**src/rtl/nasti_stream_mux_pkg.sv**
```systemverilog
// nasti_stream_mux_pkg: shared types for the stream mux and its skid buffer.
//   - field widths of a nasti_stream beat
//   - mux FSM state enum
//   - beat_t: one buffered beat (data, strb, keep, last, id, dest, user)
//   - rr_pick: round-robin first-valid scan starting at a pointer
package nasti_stream_mux_pkg;

    localparam int unsigned DATA_W   = 32;
    localparam int unsigned STRB_W   = DATA_W / 8;
    localparam int unsigned ID_W     = 4;
    localparam int unsigned DEST_W   = 4;
    localparam int unsigned USER_W   = 4;
    // Upper bound on lanes the arbiter scan function handles.
    localparam int unsigned MAX_PORT = 16;
    localparam int unsigned MAX_SEL  = $clog2(MAX_PORT);

    typedef enum logic {
        StIdle,
        StLocked
    } mux_state_e;

    typedef struct packed {
        logic [DATA_W-1:0] data;
        logic [STRB_W-1:0] strb;
        logic [STRB_W-1:0] keep;
        logic              last;
        logic [ID_W-1:0]   id;
        logic [DEST_W-1:0] dest;
        logic [USER_W-1:0] user;
    } beat_t;

    // Returns the first lane with valid set, scanning ptr, ptr+1, ... mod n.
    // Result is only meaningful when at least one of the n lanes is valid.
    function automatic int unsigned rr_pick(input logic [MAX_PORT-1:0] valid,
                                            input int unsigned         ptr,
                                            input int unsigned         n);
        int unsigned idx;
        logic        found;
        rr_pick = 0;
        found   = 1'b0;
        for (int unsigned k = 0; k < MAX_PORT; k++) begin
            idx = ptr + k;
            if (idx >= n) begin
                idx = idx - n;
            end
            if (k < n && !found && valid[idx[MAX_SEL-1:0]]) begin
                rr_pick = idx;
                found   = 1'b1;
            end
        end
    endfunction

endpackage

```
**src/rtl/nasti_stream_skid_buf.sv**
```systemverilog
// nasti_stream_skid_buf: 2-entry FIFO of stream beats.
//   aclk, aresetn   clock, synchronous active-low reset
//   in_valid/in_beat  push side; caller must not push while full
//   full            registered (count == 2), safe to use as an upstream ready
//   out_valid/out_ready/out_beat  pop side, head entry presented
module nasti_stream_skid_buf
    import nasti_stream_mux_pkg::*;
(
    input  logic  aclk,
    input  logic  aresetn,
    input  logic  in_valid,
    input  beat_t in_beat,
    output logic  full,
    output logic  out_valid,
    input  logic  out_ready,
    output beat_t out_beat
);

    beat_t      mem [2];
    logic       wr_ptr;
    logic       rd_ptr;
    logic [1:0] count;
    logic       push;
    logic       pop;

    assign full      = (count == 2'd2);
    assign out_valid = (count != 2'd0);
    assign out_beat  = mem[rd_ptr];
    assign push      = in_valid && !full;
    assign pop       = out_valid && out_ready;

    always_ff @(posedge aclk) begin
        if (!aresetn) begin
            count  <= 2'd0;
            wr_ptr <= 1'b0;
            rd_ptr <= 1'b0;
        end else begin
            if (push) begin
                wr_ptr <= ~wr_ptr;
            end
            if (pop) begin
                rd_ptr <= ~rd_ptr;
            end
            case ({push, pop})
                2'b10:   count <= count + 2'd1;
                2'b01:   count <= count - 2'd1;
                default: count <= count;
            endcase
        end
    end

    // Payload storage needs no reset; count gates visibility.
    always_ff @(posedge aclk) begin
        if (push) begin
            mem[wr_ptr] <= in_beat;
        end
    end

endmodule

```
**src/rtl/nasti_stream_mux.sv**
```systemverilog
// nasti_stream_mux: packet-granular round-robin merge of N_PORT stream lanes.
//   aclk, aresetn        clock, synchronous active-low reset
//   master_t_*           N_PORT input lanes (fields + t_valid in, t_ready out)
//   slave_t_*            merged output (fields + t_valid out, t_ready in)
// Output is registered through a 2-entry skid buffer; input ready depends only
// on registered state, never on slave_t_ready.
module nasti_stream_mux
    import nasti_stream_mux_pkg::*;
#(
    parameter int unsigned N_PORT    = 1,
    parameter int unsigned SEL_WIDTH = (N_PORT > 1) ? $clog2(N_PORT) : 1
) (
    input  logic                           aclk,
    input  logic                           aresetn,
    input  logic [N_PORT-1:0][DATA_W-1:0]  master_t_data,
    input  logic [N_PORT-1:0][STRB_W-1:0]  master_t_strb,
    input  logic [N_PORT-1:0][STRB_W-1:0]  master_t_keep,
    input  logic [N_PORT-1:0]              master_t_last,
    input  logic [N_PORT-1:0][ID_W-1:0]    master_t_id,
    input  logic [N_PORT-1:0][DEST_W-1:0]  master_t_dest,
    input  logic [N_PORT-1:0][USER_W-1:0]  master_t_user,
    input  logic [N_PORT-1:0]              master_t_valid,
    output logic [N_PORT-1:0]              master_t_ready,
    output logic [DATA_W-1:0]              slave_t_data,
    output logic [STRB_W-1:0]              slave_t_strb,
    output logic [STRB_W-1:0]              slave_t_keep,
    output logic                           slave_t_last,
    output logic [ID_W-1:0]                slave_t_id,
    output logic [DEST_W-1:0]              slave_t_dest,
    output logic [USER_W-1:0]              slave_t_user,
    output logic                           slave_t_valid,
    input  logic                           slave_t_ready
);

    mux_state_e            state;
    logic [SEL_WIDTH-1:0]  grant;
    logic [SEL_WIDTH-1:0]  rr_ptr;
    logic [SEL_WIDTH-1:0]  winner;
    logic [SEL_WIDTH-1:0]  grant_next;
    logic [MAX_PORT-1:0]   valid_ext;
    logic                  sel_valid;
    beat_t                 sel_beat;
    beat_t                 out_beat;
    logic                  full;
    logic                  accept;

    // Lane select by comparison rather than indexing keeps N_PORT=1 width-clean.
    always_comb begin
        valid_ext      = '0;
        sel_valid      = 1'b0;
        sel_beat       = '0;
        master_t_ready = '0;
        for (int unsigned i = 0; i < N_PORT; i++) begin
            valid_ext[i] = master_t_valid[i];
            if (grant == SEL_WIDTH'(i)) begin
                sel_valid         = master_t_valid[i];
                sel_beat.data     = master_t_data[i];
                sel_beat.strb     = master_t_strb[i];
                sel_beat.keep     = master_t_keep[i];
                sel_beat.last     = master_t_last[i];
                sel_beat.id       = master_t_id[i];
                sel_beat.dest     = master_t_dest[i];
                sel_beat.user     = master_t_user[i];
                master_t_ready[i] = (state == StLocked) && !full;
            end
        end
    end

    assign accept     = sel_valid && (state == StLocked) && !full;
    assign winner     = SEL_WIDTH'(rr_pick(valid_ext, 32'(rr_ptr), N_PORT));
    assign grant_next = (grant == SEL_WIDTH'(N_PORT - 1)) ? '0 : grant + 1'b1;

    always_ff @(posedge aclk) begin
        if (!aresetn) begin
            state  <= StIdle;
            grant  <= '0;
            rr_ptr <= '0;
        end else begin
            case (state)
                StIdle: begin
                    if (|master_t_valid) begin
                        grant <= winner;
                        state <= StLocked;
                    end
                end
                StLocked: begin
                    if (accept && sel_beat.last) begin
                        state  <= StIdle;
                        rr_ptr <= grant_next;
                    end
                end
                default: state <= StIdle;
            endcase
        end
    end

    nasti_stream_skid_buf u_skid (
        .aclk      (aclk),
        .aresetn   (aresetn),
        .in_valid  (accept),
        .in_beat   (sel_beat),
        .full      (full),
        .out_valid (slave_t_valid),
        .out_ready (slave_t_ready),
        .out_beat  (out_beat)
    );

    assign slave_t_data = out_beat.data;
    assign slave_t_strb = out_beat.strb;
    assign slave_t_keep = out_beat.keep;
    assign slave_t_last = out_beat.last;
    assign slave_t_id   = out_beat.id;
    assign slave_t_dest = out_beat.dest;
    assign slave_t_user = out_beat.user;

endmodule

```
**config.mk**
```make
export PLATFORM = sky130hd
export DESIGN_NAME = nasti_stream_mux
export DESIGN_NICKNAME = d
export VERILOG_FILES = /design/src/rtl/nasti_stream_mux_pkg.sv /design/src/rtl/nasti_stream_skid_buf.sv /design/src/rtl/nasti_stream_mux.sv
export SDC_FILE = /design/constraint.sdc
export NUM_CORES = 1
export LEC_CHECK = 0
export CORE_MARGIN = 2
export CORE_UTILIZATION = 43
export CTS_CLUSTER_DIAMETER = 200
export DETAILED_ROUTE_END_ITERATION = 8
export PLACE_DENSITY = 0.76
export RECOVER_POWER = 25
export SLEW_MARGIN = 5
export SYNTH_ARGS = -nofsm -noshare
export SYNTH_HDL_FRONTEND = slang
export SYNTH_SLANG_ARGS = --single-unit
export TNS_END_PERCENT = 5
```
**constraint.sdc**
```tcl
create_clock -name aclk -period 3.53 [get_ports aclk]
set_input_delay 0.353 -clock aclk [delete_from_list [all_inputs] [get_ports aclk]]
set_output_delay 0.353 -clock aclk [all_outputs]
set_load 0.005 [all_outputs]
```
==> results.yml, run 1 <==
power_and_ir_drop:
  powerDensity_mw_per_mm2: 504
  leakage_nw: 1.82
  internal_power_mw: 2.16
  combPwrFrac: 0.206
  swShare: 0.227
  clock_power_share: 0.235
  pwr-share-seq: 0.559
  ir_drop_mv: 0.273
  switchingPower_uw: 636
clock_tree:
  tritoncts: "built"
  numCtsBuffers: 9
  cts-resized-gates: 0
  cts.root.buffer_cell: "clkbuf_8"
  cts.sink_count: 112
  cts_hold_buf: 0
  cts_setup_buffers: 0
  clk_pin_slew_worst_paths_ns: 0.09
  cts.path.max_buffers: 2
  clk_latency_ns: 0.35
  htreeDepth: 3
worst_setup_path:
  r2r_slack_ns: 1.49
  critPathLaunchType: "register"
  reg2reg_to: "u_skid.mem[1][42]"
  criticalPathCategory: "register to primary output"
  cp-end-kind: "primary output"
  cp.required_ns: 3.18
  ff2ff_path_depth: 4
  worstPathMaxFanout: 27
  reg2reg_from: "u_skid.count[0]"
  arrival_ns: 2.23
logic_synthesis:
  synth_top_cell_by_area: "edfxtp_1"
  yosysTopAreaCellShare: 0.780
  ys_ff_latch: 112
  seq_area_frac_synth: 0.809
  synth_compound_area_frac: 0.00736
  synth_xor_area_frac: 0.00644
  synth_nets: 252
  yosys.area_share.simple: 0.0172
  synth_top_family_by_area: "multiplexers"
  ys_async_sr_fraction: 0
  syn_avg_cell_area_um2: 21.0
  ys_warn_count: 0
  synth-edff-count: 106
  synthCells: 194
  yosys-top-cells-area: "edfxtp_1 (78%), mux2_2 (15%), dfxtp_1 (2.9%)"
  synthAdderAreaFrac: 0.00306
  muxShareOfSynthArea: 0.149
  ys.flop_type: "edfxtp_1"
  ys_types: 20
  syn_area_mm2: 0.00408
drt:
  drt-initial-drc-count: 57
  wire_per_inst_um: 15.4
  vias_per_cell: 4.66
  routed_wl_mm: 6.88
  ant_nets: 0
  drt_first_pass_iters: 4
  vias: 2083
  drc: 0
hold_path:
  hold_end: "u_skid.count[1]"
  holdPathStages: 2
  hold_class: "register to register"
  hp-start: "u_skid.count[1]"
global_route:
  grtUsageTotal: 0.133
  grt_max_degree: 30
  grt-ovfl-total: 0
  grt_pass1_vias: 2048
  antenna_found_initial: 0
  grt_first_pass_wirelength_mm: 10.2
run:
  cap_violations: 0
placement:
  portBuffers: 111
  dp_hpwl_mm: 4.56
  post-place-ws_ns: 1.18
  globalplace.congestion: 0.715
sta:
  hold_viol: 0
  worst_pin_slew_ns: 0.682
  fin_crit_sh: 0.732
  slew_headroom: 0.546
  setup_viol: 0
  max_freq_mhz: 387
  tns_ns: 0
  fin_worst_skew_ns: 0.0117
  grt_setup_unrepaired: "no"
  min_period_ns: 2.58
  maxSlewViolCount: 0
  layout_setup_ws_ns: 0.948
  hold_ws_ns: 0.525
floorplanning:
  die-area_mm2: 0.0103
  core_area_mm2: 0.00924
  ioPinCount: 112
  fp-row-count: 35
  fp.dieW_um: 101
  die_h_um: 101
  start_util: 0.442
outcome:
  status: "finished clean"
final_layout:
  fillers: 703
  drive_above_1_share: 0.239
  nNetsFinal: 372
  diodes: 0
  final_cell_mix: "edfxtp_1 (106), clkdlybuf4s50_1 (75), mux2_2 (53)"
  layout_commonest_cell: "edfxtp_1"
  synthToLayoutAreaGrowth_pct: 36.1
  utilization: 0.601
## power groups by stage
| stage | sequential, mW | combinational, mW | clock (mW) |
|---|---|---|---|
| CTS | 1.57 | 0.596 | 0.678 |
| finish | 1.56 | 0.577 | 0.657 |
| detailed placement | 1.60 | 0.590 | 0 |
| global route | 1.57 | 0.619 | 0.735 |
| floorplan | 1.56 | 0.281 | 0 |
| global placement | 1.59 | 0.585 | 0 |
## critical path: stages (launching register included)
cell,delay (ns)
dfxtp_2,0.78
buf_12,0.27
mux2_2,0.35
clkdlybuf4s50_1,0.46
## kinds of logic after synthesis
logic type | count (synthesis)
AOI/OAI and AO/OA | 5
adders and majority gates | 1
DFF | 112
xor gates and xnor gates | 3
and+or+nand+nor | 12
buffers and inverters | 7
muxes | 54
## layout make-up
class                   count  area, µm²  area share
multi-input cells          75        754       0.136
clock inverters             6       43.8     0.00788
clock buffers               9        124      0.0223
repair buffers            115       1170       0.210
inverters                   1       3.75    0.000675
well taps                 129        161      0.0290
flip-flops and latches    112       3300       0.595
## metrics by stage
stage                     cell area (µm²)  std cells  power (mW)
after floorplan                      4080        194        1.84
after global placement               5390        432        2.18
after detailed placement             5390        432        2.19
after CTS                            5560        447        2.84
after global routing                 5560        447        2.93
final                                5560        447        2.80
## Yosys cell counts (all sizes together), types with 2 or more instances
master    n
edfxtp  106
dfxtp     6
nand2b    2
nor2b     2
buf       6
o21ai     2
mux2     53
xnor2     3
and2      3
## how the worst max path moves through the flow
stage,end,start,cells past startpoint
after floorplan,u_skid.mem[0][0],u_skid.count[0],4
after global placement,u_skid.mem[1][9],master_t_valid,4
after detailed placement,u_skid.mem[1][4],master_t_valid,4
after CTS,slave_t_dest[3],register,3
after global routing,slave_t_data[12],register,3
final,slave_t_dest[3],register,3
## sequential cells by signal, summed over array words and instances, names as in the netlist, named ones only
register and flops:
u_skid.mem 106, u_skid.wr_ptr 1, state 1, u_skid.count 2, u_skid.rd_ptr 1
## routing by layer
layer / part of all wire / up-vias / track usage
met4: 0.0086 / 0 / 0.0468
met1: 0.43 / 1017 / 0.176
met3: 0.055 / 8 / 0.0338
met5: 0 / - / 0
met2: 0.50 / 67 / 0.217
li1: - / 991 / -
No activity file was read; power rests on OpenSTA's default activity.
==> run 2: changes to the inputs <==
CORE_UTILIZATION = 48   (was 43)
PLACE_DENSITY = 0.8   (was 0.76)
clock period = 2.7 ns   (was 3.53 ns; I/O delays follow)
==> results.yml, run 2 (synthesis results as in run 1) <==
sta:
  setup_viol: 0
  max_freq_mhz: 462
  slew_headroom: 0.675
  hold_viol: 0
  min_period_ns: 2.16
  worst_pin_slew_ns: 0.486
  grt_setup_unrepaired: "no"
  hold_ws_ns: 0.509
  tns_ns: 0
  fin_crit_sh: 0.802
  fin_worst_skew_ns: 0.00830
  maxSlewViolCount: 0
final_layout:
  final_cell_mix: "edfxtp_1 (106), clkdlybuf4s50_1 (77), mux2_2 (53)"
  reg_top3: "u_skid.mem: 106 flops, u_skid.count: 2 flops"
  layout_commonest_cell: "edfxtp_1"
  largest_register: "u_skid.mem"
  synthToLayoutAreaGrowth_pct: 35.4
  diodes: 0
  fin_area_mm2: 0.00553
  drive_above_1_share: 0.235
  nNetsFinal: 374
  largest_reg_flops: 106
power_and_ir_drop:
  ir_drop_mv: 0.453
  finalPower_mw: 3.61
  leakage_nw: 1.82
  powerDensity_mw_per_mm2: 654
drt:
  drt-initial-drc-count: 74
  ant_nets: 0
  vias_per_cell: 4.96
  wire_per_inst_um: 16.7
  drc: 0
  vias: 2101
  routed_wl_mm: 7.07
  drt_first_pass_iters: 6
floorplanning:
  fp.dieW_um: 96.2
  start_util: 0.497
  fp-row-count: 33
  ioPinCount: 112
  core_area_mm2: 0.00822
  die_h_um: 96.2
  die-area_mm2: 0.00926
worst_setup_path:
  criticalPathCategory: "register to primary output"
  critPathLaunchType: "register"
  ff2ff_path_depth: 5
  cp.required_ns: 2.43
  worstPathMaxFanout: 30
  arrival_ns: 1.89
  cp-end-kind: "primary output"
global_route:
  antenna_found_initial: 0
  grtUsageTotal: 0.157
  grt_max_degree: 32
  grt_pass1_vias: 2248
  grt-ovfl-total: 0
  grt_first_pass_wirelength_mm: 10.6
hold_path:
  holdPathStages: 1
  hold_class: "input pin to register"
clock_tree:
  cts_hold_buf: 0
  cts_setup_buffers: 0
  htreeDepth: 3
  cts-resized-gates: 0
  cts.root.buffer_cell: "clkbuf_8"
  clk_latency_ns: 0.35
  numCtsBuffers: 9
  tritoncts: "built"
  cts.sink_count: 112
  clk_pin_slew_worst_paths_ns: 0.09
  cts.path.max_buffers: 2
placement:
  dpl_cell_area_mm2: 0.00538
  dp_hpwl_mm: 4.73
  portBuffers: 111
  globalplace.congestion: 0.681
run:
  cap_violations: 0
outcome:
  status: "finished clean"
## run 2: cell count changes in the layout (fill, tap and decap cells not counted), sizes merged
cell,previous run,this run
inv,3,1
clkinv,3,2
clkdlybuf4s50,75,77
clkbuf,9,10
dlygate4sd3,36,34
clkinvlp,1,2
buf,4,6
## run 2: worst paths after layout
kind / to / startpoint / slack, ns
min reg2reg: u_skid.count[1] / u_skid.count[1] / 0.53
max reg2reg: u_skid.mem[0][17] / u_skid.count[0] / 0.83
max: slave_t_data[21] / register / 0.54
min: u_skid.mem[1][16] / master_t_keep[3] / 0.51
## run 2: report_power, final
group          total (mW)  switching (mW)  internal [mW]
clock network       0.817           0.495          0.322
registers            2.01          0.0271           1.98
logic               0.792           0.279          0.514
total                3.61           0.801           2.81
## run 2: layer usage
| layer | vias up | part of all wire | routed length (µm) | GRT usage |
|---|---|---|---|---|
| li1 | 994 | - | - | - |
| met1 | 1039 | 0.40 | 2850 | 0.180 |
| met2 | 61 | 0.53 | 3730 | 0.284 |
| met3 | 7 | 0.057 | 401 | 0.0352 |
| met4 | 0 | 0.012 | 82 | 0.0571 |
| met5 | - | 0 | 0 | 0 |
## run 2: final cells by class
type / instances / area (µm²)
clock buffer: 10 / 128
fill: 577 / 2690
sequential: 112 / 3300
multi-input combinational: 75 / 754
timing repair buffer: 117 / 1180
tap: 105 / 131
clock inverter: 4 / 23.8
inverter: 1 / 3.75
## run 2: critical path, stage by stage, from the launching register on
cell and delay (ns):
dfxtp_2 0.33, buf_4 0.36, mux2_2 0.38, clkdlybuf4s50_1 0.48
## run 2: metrics by stage
stage | instances | utilization | setup slack, ns
floorplan | 194 | - | 0.120
global placement | 410 | 0.654 | 0.682
detailed placement | 410 | 0.654 | 0.640
CTS | 424 | 0.673 | 0.487
global route | 424 | 0.673 | 0.449
finish | 424 | 0.673 | 0.535
